**src/rtl/arb_pkg.sv**
```systemverilog
// Shared types and constants for the eight-way request arbiter.
package arb_pkg;

   localparam int N_REQ = 8;
   localparam int IDX_W = 3;

   typedef logic [N_REQ-1:0] req_vec_t;
   typedef logic [IDX_W-1:0] idx_t;

   typedef enum logic {ARB_IDLE, ARB_GRANT} arb_state_t;

   function automatic req_vec_t onehot(input idx_t idx);
      return req_vec_t'(1) << idx;
   endfunction

endpackage

```
**src/rtl/prio_pick8.sv**
```systemverilog
// Combinational picker: first set bit of i_vec at or above i_ptr, wrapping 7->0.
module prio_pick8
   import arb_pkg::*;
(
   input  logic [7:0] i_vec,
   input  logic [2:0] i_ptr,
   output logic       o_found,
   output logic [2:0] o_idx
);

   idx_t w_pos;

   always_comb begin
      o_found = 1'b0;
      o_idx   = '0;
      w_pos   = '0;
      for (int unsigned i = 0; i < N_REQ; i++) begin
         w_pos = i_ptr + idx_t'(i);
         if (!o_found && i_vec[w_pos]) begin
            o_found = 1'b1;
            o_idx   = w_pos;
         end
      end
   end

endmodule

```
**src/rtl/req_arbiter8.sv**
```systemverilog
// Eight-way request arbiter: fixed or round-robin priority, grant held until
// release or hold timeout, registered one-hot grant plus binary index.
module req_arbiter8
   import arb_pkg::*;
#(
   parameter int          N        = N_REQ,
   parameter int unsigned MAX_HOLD = 16
) (
   input  logic       i_clk,
   input  logic       i_rst,
   input  logic [7:0] i_req,
   input  logic       i_fixed_pri,
   output logic [7:0] o_gnt,
   output logic [2:0] o_gnt_idx,
   output logic       o_gnt_valid
);

   localparam int unsigned CNT_W = (MAX_HOLD == 0) ? 1 : $clog2(MAX_HOLD + 1);
   typedef logic [CNT_W-1:0] cnt_t;
   localparam cnt_t HOLD_LAST = (MAX_HOLD == 0) ? '0 : cnt_t'(MAX_HOLD - 1);
   localparam idx_t LAST_IDX  = idx_t'(N - 1);

   arb_state_t r_state;
   req_vec_t   r_gnt;
   idx_t       r_gnt_idx;
   logic       r_gnt_valid;
   idx_t       r_ptr;
   cnt_t       r_hold_cnt;

   arb_state_t w_state_nxt;
   req_vec_t   w_gnt_nxt;
   idx_t       w_idx_nxt;
   logic       w_valid_nxt;
   idx_t       w_ptr_nxt;
   cnt_t       w_cnt_nxt;

   logic       w_fix_found, w_rr_found, w_to_found;
   idx_t       w_fix_idx, w_rr_idx, w_to_idx;
   logic       w_sel_found;
   idx_t       w_sel_idx;
   req_vec_t   w_masked;
   logic       w_new;
   idx_t       w_win_idx;

   // Timeout pick excludes the holder so the grant always moves on.
   assign w_masked = i_req & ~r_gnt;

   prio_pick8 u_pick_fix (
      .i_vec   (i_req),
      .i_ptr   ('0),
      .o_found (w_fix_found),
      .o_idx   (w_fix_idx)
   );

   prio_pick8 u_pick_rr (
      .i_vec   (i_req),
      .i_ptr   (r_ptr),
      .o_found (w_rr_found),
      .o_idx   (w_rr_idx)
   );

   prio_pick8 u_pick_to (
      .i_vec   (w_masked),
      .i_ptr   (r_ptr),
      .o_found (w_to_found),
      .o_idx   (w_to_idx)
   );

   assign w_sel_found = i_fixed_pri ? w_fix_found : w_rr_found;
   assign w_sel_idx   = i_fixed_pri ? w_fix_idx   : w_rr_idx;

   always_comb begin
      w_state_nxt = r_state;
      w_gnt_nxt   = r_gnt;
      w_idx_nxt   = r_gnt_idx;
      w_valid_nxt = r_gnt_valid;
      w_ptr_nxt   = r_ptr;
      w_cnt_nxt   = r_hold_cnt;
      w_new       = 1'b0;
      w_win_idx   = '0;

      case (r_state)
         ARB_IDLE: begin
            if (w_sel_found) begin
               w_new     = 1'b1;
               w_win_idx = w_sel_idx;
            end
         end
         ARB_GRANT: begin
            if (!i_req[r_gnt_idx]) begin
               if (w_sel_found) begin
                  w_new     = 1'b1;
                  w_win_idx = w_sel_idx;
               end else begin
                  w_state_nxt = ARB_IDLE;
                  w_gnt_nxt   = '0;
                  w_idx_nxt   = '0;
                  w_valid_nxt = 1'b0;
                  w_cnt_nxt   = '0;
               end
            end else if (MAX_HOLD != 0 && r_hold_cnt == HOLD_LAST && w_to_found) begin
               w_new     = 1'b1;
               w_win_idx = w_to_idx;
            end else if (MAX_HOLD != 0 && r_hold_cnt != HOLD_LAST) begin
               // Saturating at HOLD_LAST lets a lone holder keep the grant forever.
               w_cnt_nxt = r_hold_cnt + cnt_t'(1);
            end
         end
         default: begin
            w_state_nxt = ARB_IDLE;
         end
      endcase

      if (w_new) begin
         w_state_nxt = ARB_GRANT;
         w_gnt_nxt   = onehot(w_win_idx);
         w_idx_nxt   = w_win_idx;
         w_valid_nxt = 1'b1;
         w_ptr_nxt   = (w_win_idx == LAST_IDX) ? '0 : w_win_idx + idx_t'(1);
         w_cnt_nxt   = '0;
      end
   end

   always_ff @(posedge i_clk or posedge i_rst) begin
      if (i_rst) begin
         r_state     <= ARB_IDLE;
         r_gnt       <= '0;
         r_gnt_idx   <= '0;
         r_gnt_valid <= 1'b0;
         r_ptr       <= '0;
         r_hold_cnt  <= '0;
      end else begin
         r_state     <= w_state_nxt;
         r_gnt       <= w_gnt_nxt;
         r_gnt_idx   <= w_idx_nxt;
         r_gnt_valid <= w_valid_nxt;
         r_ptr       <= w_ptr_nxt;
         r_hold_cnt  <= w_cnt_nxt;
      end
   end

   assign o_gnt       = r_gnt;
   assign o_gnt_idx   = r_gnt_idx;
   assign o_gnt_valid = r_gnt_valid;

endmodule

```
**config.mk**
```make
export PLATFORM = sky130hd
export DESIGN_NAME = req_arbiter8
export DESIGN_NICKNAME = d
export VERILOG_FILES = /design/src/rtl/arb_pkg.sv /design/src/rtl/prio_pick8.sv /design/src/rtl/req_arbiter8.sv
export SDC_FILE = /design/constraint.sdc
export NUM_CORES = 1
export LEC_CHECK = 0
export ABC_AREA = 0
export CAP_MARGIN = 20
export CORE_ASPECT_RATIO = 1.4
export CORE_UTILIZATION = 55
export DETAILED_ROUTE_END_ITERATION = 8
export PLACE_DENSITY = 0.82
export SLEW_MARGIN = 40
export SYNTH_ARGS = -nofsm -noshare
export SYNTH_HDL_FRONTEND = slang
export SYNTH_HIERARCHICAL = 1
export SYNTH_SLANG_ARGS = --single-unit
```
**constraint.sdc**
```tcl
create_clock -name i_clk -period 4.25 [get_ports i_clk]
set_clock_uncertainty 0.1 [all_clocks]
set_input_delay 0.85 -clock i_clk [delete_from_list [all_inputs] [get_ports i_clk]]
set_output_delay 0.85 -clock i_clk [all_outputs]
set_load 0.01 [all_outputs]
```
==> results.md <==
* Max-cap violations at 0
* Worst endpoint data arrival time at 4.16 ns
* Worst Hold Depth at 1
* Critical Path Fanout Max at 10
* Layout cells sized above 1 at 0.3736
* Detailed Route WL at approximately 14 mm
* Min Clock Period, post-route at roughly 4.1 ns
* Area Growth Syn to Fin at 26.23%
* Commonest non-fill, non-tap cell in the layout: buf_4
* Crit-path cells: dlygate4sd2_1 -> buf_4 -> mux4_2 -> mux2_4 -> or2_1 -> nor4_1 -> o21ai_1 -> o21ai_2 -> mux2i_1 -> nor2_1 -> a21oi_2 -> inv_2 -> ha_2 -> ha_1 -> mux2_2
* Clock Tree Root: clkbuf_8
* Ports at 23
* Post-Layout Cell Count at roughly 710
* Sequential area share after synthesis at 0.1156
* Synthesized area at around 4500 um^2
* Placed cell areas at between 5000 and 6000 um^2
* CTS tree: yes
* Warnings from Yosys at 6
* M2 GR Usage at 0.6106
* Slowest stage cell on the critical path: mux4_2
* Crit path max-delay family: multiplexers
* Core ar. at 7893 um^2
* Starting density of the core at 0.5759
* Hold Vio Cnt, Final at 0
* Die H at between 100 and 150 um
* WP data required at around 4.3 ns
* # port buffers at 22
* Worst reg2reg setup slack at between 0.15 and 0.2 ns
* Dpl cells at ~710
* Die width at just under 80 um
* Max Fclk at around 240 MHz
* Post-Syn Instances at ~500
* Netlist cell types at between 50 and 60
* Vias at between 4,000 and 5,000
* First-pass GRT wire length at between 20 and 25 mm
* Total congestion overflow at 0
* Reg2reg end: r_ptr[2]$_DFFE_PP0P_
* R2R depth at 16
* Vias per cell at slightly below 7
* Status: finished clean
* Most frequent cells in the layout: buf_4, nand2_1, nor2_1
* DP HPWL at ~11 mm
* Slew headroom at 0.5967
* Vias in the first global route at about 4,700
* Worst-path clk slew at ~0.08 ns
* Hold Path End: o_gnt_valid$_DFFE_PP0P_
* Critical R2R Launch: r_ptr[0]$_DFFE_PP0P_
* VDD IR max at 0.5228 mV
* Hold Crit Class: flop to flop
* Fin. max-slew vios at 0
* EDFF count, synth at 0
* Clock sinks at 21
* GR Layer Usage met1 at 0.3971
* RSZ-0062 raised after global routing: false
* Period utilisation layout at 0.9673
* FF+latch count, synth at 21
* DR DRC count at 0
* 1st-pass router iterations at 5
* Clk_lat worst skew at around 0.27 ns
* Die Area at ~8600 um^2
* Largest net degree at the start of global routing at 22
* Total design power at between 4 and 5 mW
* Setup violations, final at 0
* Synth Flop Type: dfrtp_1
* CP Launch Type: input pin
* CTS Hold Bufs at 0
* H-Tree Depth at 1
* Post-route ant nets at 0
* Row count at 38
* Num CTS Buffers at 3
* Pwr dens at 777.0 nW/um^2
* Net count, final at 638
* Wirelength per Cell at around 20 um
* Clock tree buffer depth at 2
* Final Cell Area at between 5000 and 6000 um^2
* Initial drt markers at 434
* Worst path bufs/invs at 3
* Hold Crit Start: o_gnt_valid$_DFFE_PP0P_
* Setup WS post-layout at 0.1390 ns
* Critical Path End Type: flop
* Met3 usage at 0.02739
* Crit Path Category: input pin to flop
* Tot GR Track Use at 0.3319
* GR peak layer: met2
* Tightest Pin Transition at slightly above 0.6 ns
* Avg Cell Area, Syn at 9.109 um^2
* RePlAce Congestion at 0.9656
* Initial antenna violation count at 0
* Leakage at roughly 2.5 nW
* Max incr delay on CP at 0.54 ns
* Ys async rst share at 1.000
* Ant diodes at 0
* DP Worst Slack at -0.4969 ns
[where the power goes]
group          internal [mW]  switching (mW)
Sequential             0.268           0.124
Clock                 0.0654          0.0682
Combinational           1.96            1.98
Total                   2.29            2.17
[cells in the mapped netlist (7+ instances only)]
cell type,count,area [um^2]
a21o_1,7,52.55
a21oi_1,28,140.1
a22o_1,8,70.07
a31oi_1,8,50.05
and3_1,12,75.07
buf_2,18,90.09
buf_6,7,78.83
dfrtp_1,21,525.5
ha_1,13,162.7
inv_1,27,101.4
mux2_2,14,157.7
mux2_4,7,105.1
mux2i_1,23,230.2
mux4_1,15,394.1
mux4_2,30,675.7
nand2_1,48,180.2
nor2_1,43,161.4
nor2b_1,15,93.84
nor4_1,7,43.79
o21ai_0,25,125.1
[state kept, by name, indices dropped and copies added, names as in the netlist]
| register | count |
|---|---|
| r_ptr | 3 |
| r_state | 1 |
| o_gnt | 8 |
| o_gnt_valid | 1 |
| r_hold_cnt | 5 |
| o_gnt_idx | 3 |
[metal layers]
metal  wire [um]  up-vias
met3         930       46
met1        5322     2405
met4         496        0
met2        7455      274
met5           0        -
li1            -     2177
[per-stage QoR]
stage | TNS [ns] | hold WS, ns | util
6_report | 0 | 0.4290 | 0.7270
2_1_floorplan | 0 | 0.3866 | -
3_3_place_gp | -2.096 | 0.4116 | 0.7005
4_1_cts | 0 | 0.4329 | 0.7210
5_1_grt | 0 | 0.4541 | 0.7270
3_5_place_dp | -3.776 | 0.4189 | 0.7005
[worst max-delay path by stage]
stage,slack (ns),end,depth (start not counted),startpoint
4_1_cts,0.003,r_ptr[2]$_DFFE_PP0P_,17,i_req[0]
6_report,0.14,r_ptr[2]$_DFFE_PP0P_,15,i_req[7]
2_1_floorplan,0.04,r_ptr[2]$_DFFE_PP0P_,17,r_ptr[1]$_DFFE_PP0P_
3_3_place_gp,-0.37,r_ptr[2]$_DFFE_PP0P_,15,i_req[2]
3_5_place_dp,-0.50,r_ptr[2]$_DFFE_PP0P_,15,i_req[2]
5_1_grt,0.02,r_ptr[2]$_DFFE_PP0P_,15,i_req[7]
[what timing repair did]
item | CTS | global route
buffers inserted | 1 | 2
setup endpoints to repair | 6 | 6
pin swaps | 9 | 12
resized for setup | 40 | 15
[cells by family after synthesis]
family | count (synthesis) | synth area share
AO/OA/AOI/OAI | 142 | 0.2227
XOR/XNOR | 9 | 0.01734
adder cells (fa/ha/maj) | 13 | 0.03578
buffers and inverters | 63 | 0.07680
flip-flops | 21 | 0.1156
multiplexers | 93 | 0.3636
other | 1 | 0.0008250
AND/OR/NAND/NOR | 157 | 0.1674
[cell type report]
type,count,area [um^2]
inverter,30,112.6
fill,587,2155
sequential,21,528.0
tap,100,125.1
clock inverter,1,5.005
multi-input combinational,420,3845
timing repair buffer,138,1081
clock buffer,3,41.29
(Power assumes the default switching activity.)
==> RTL change (same flow settings) <==
Change the parameter `MAX_HOLD` from 16 to 8.
--- a/src/rtl/req_arbiter8.sv
+++ b/src/rtl/req_arbiter8.sv
@@ -6,3 +6,3 @@
    parameter int          N        = N_REQ,
-   parameter int unsigned MAX_HOLD = 16
+   parameter int unsigned MAX_HOLD = 8
 ) (
Check against the original RTL: not equivalent (a bounded check fails within 10 cycles, from zero or initial values and one cycle with i_rst high).
==> RTL change against the original RTL <==
Count of clock-buffer cells in the layout did not move. Utilization rose by 1.2 points. Final area fell by 0.24%. Synthesized area fell by 2.9%. Setup slack got worse by 0.13 ns. Sequential share of layout area fell by 0.42 points. Sequential cell count fell by 1. Non-clock buffer count rose by 2. Routed wire length fell by 2.9%. Critical path depth rose by 1. Power rose by 2.6%.
==> RTL change: results (changes against the original RTL) <==
- Dpl cells: 672 (-4.8%)
- Cts repair resizes: 22 (-45%)
- Met3 routed WL: 831 um (-11%)
- Core ar.: 7750 um^2 (-1.8%)
- Critical path launch point: i_req[1]
- Met2 WL: 7349 um (-1.4%)
- Average wire per cell in the routed design: 20.05 um (+0.62%)
- Hold slack: 0.4257 ns (-0.003331 ns)
- Largest cells by area after synthesis: mux4_2 16%, dfrtp_1 11%, mux4_1 8.9%
- Multi-input gates: 394 (-6.2%)
- Sequential fraction of the synthesis area: 11.34% (-0.22 points)
- R2r setup slk: 0.13 ns (-0.06 ns)
- Fraction of area in multi-input gates: 65.84% (-1.2 points)
- Area after DPL: 5364 um^2 (-3.0%)
- Vias in the first global route: 4487 (-4.8%)
- Largest net degree at the start of global routing: 25 (+14%)
- DP HPWL: 9874 um (-8.6%)
- End-of-flow core utilization: 73.86% (+1.2 points)
- CP max stage cell: a2111oi_1
- Finished Layout Cells: 688 (-3.5%)
- Starting DRT DRC Count: 509 (+17%)
- Slew HR: 51.89% (-7.8 points)
- First-pass GRT wire length: 21290 um (-6.3%)
- Worst hold start: r_state$_DFF_PP0_
- Post CTS Setup Buffer Count: 2 (+1)
- Post-Place Worst Slack: -0.5374 ns (-0.04057 ns)
- Synth unique cells: 58 (-1.7%)
- Non-clk buf share: 19.98% (+1.1 points)
- Outcome: finished, final reports clean
- Synth Instances: 469 (-6.0%)
- # nets final: 612 (-4.1%)
- P_leak: 2.464 nW (-0.46%)
- Register area: 503.0 um^2 (-4.7%)
-- RTL change: cell types whose count changed in the layout (fill, tap and decap cells not counted), moves of 3 or more --
cell,delta
ha_1,-4
mux2i_1,-3
mux2_4,+3
buf_4,-6
nand2_1,-6
o21ai_0,-4
o21ai_2,-4
nor2_1,-5
ha_2,+3
buf_6,+4
nor2_2,+3
nand2b_1,-3
and3_1,-4
-- RTL change: cells by family after synthesis --
logic type	share of synthesized area (%)
other	0.08498
multiplexers	38.22
AO/OA/AOI/OAI	22.68
XOR/XNOR	1.786
flip-flops	11.34
AND/OR/NAND/NOR	14.91
buffers and inverters	7.570
adder cells (fa/ha/maj)	3.402
-- RTL change: per-layer routing --
layer	vias up	global-route usage, %
li1	2085	-
met4	0	15.50
met2	273	57.52
met5	-	0
met3	51	1.603
met1	2299	37.18
-- RTL change: power by group --
part	internal (mW)	leakage (nW)	switching, mW
Combinational	2.04	2.18	1.97
Clock	0.126	0.0357	0.0645
Sequential	0.259	0.250	0.116
Total	2.42	2.46	2.15
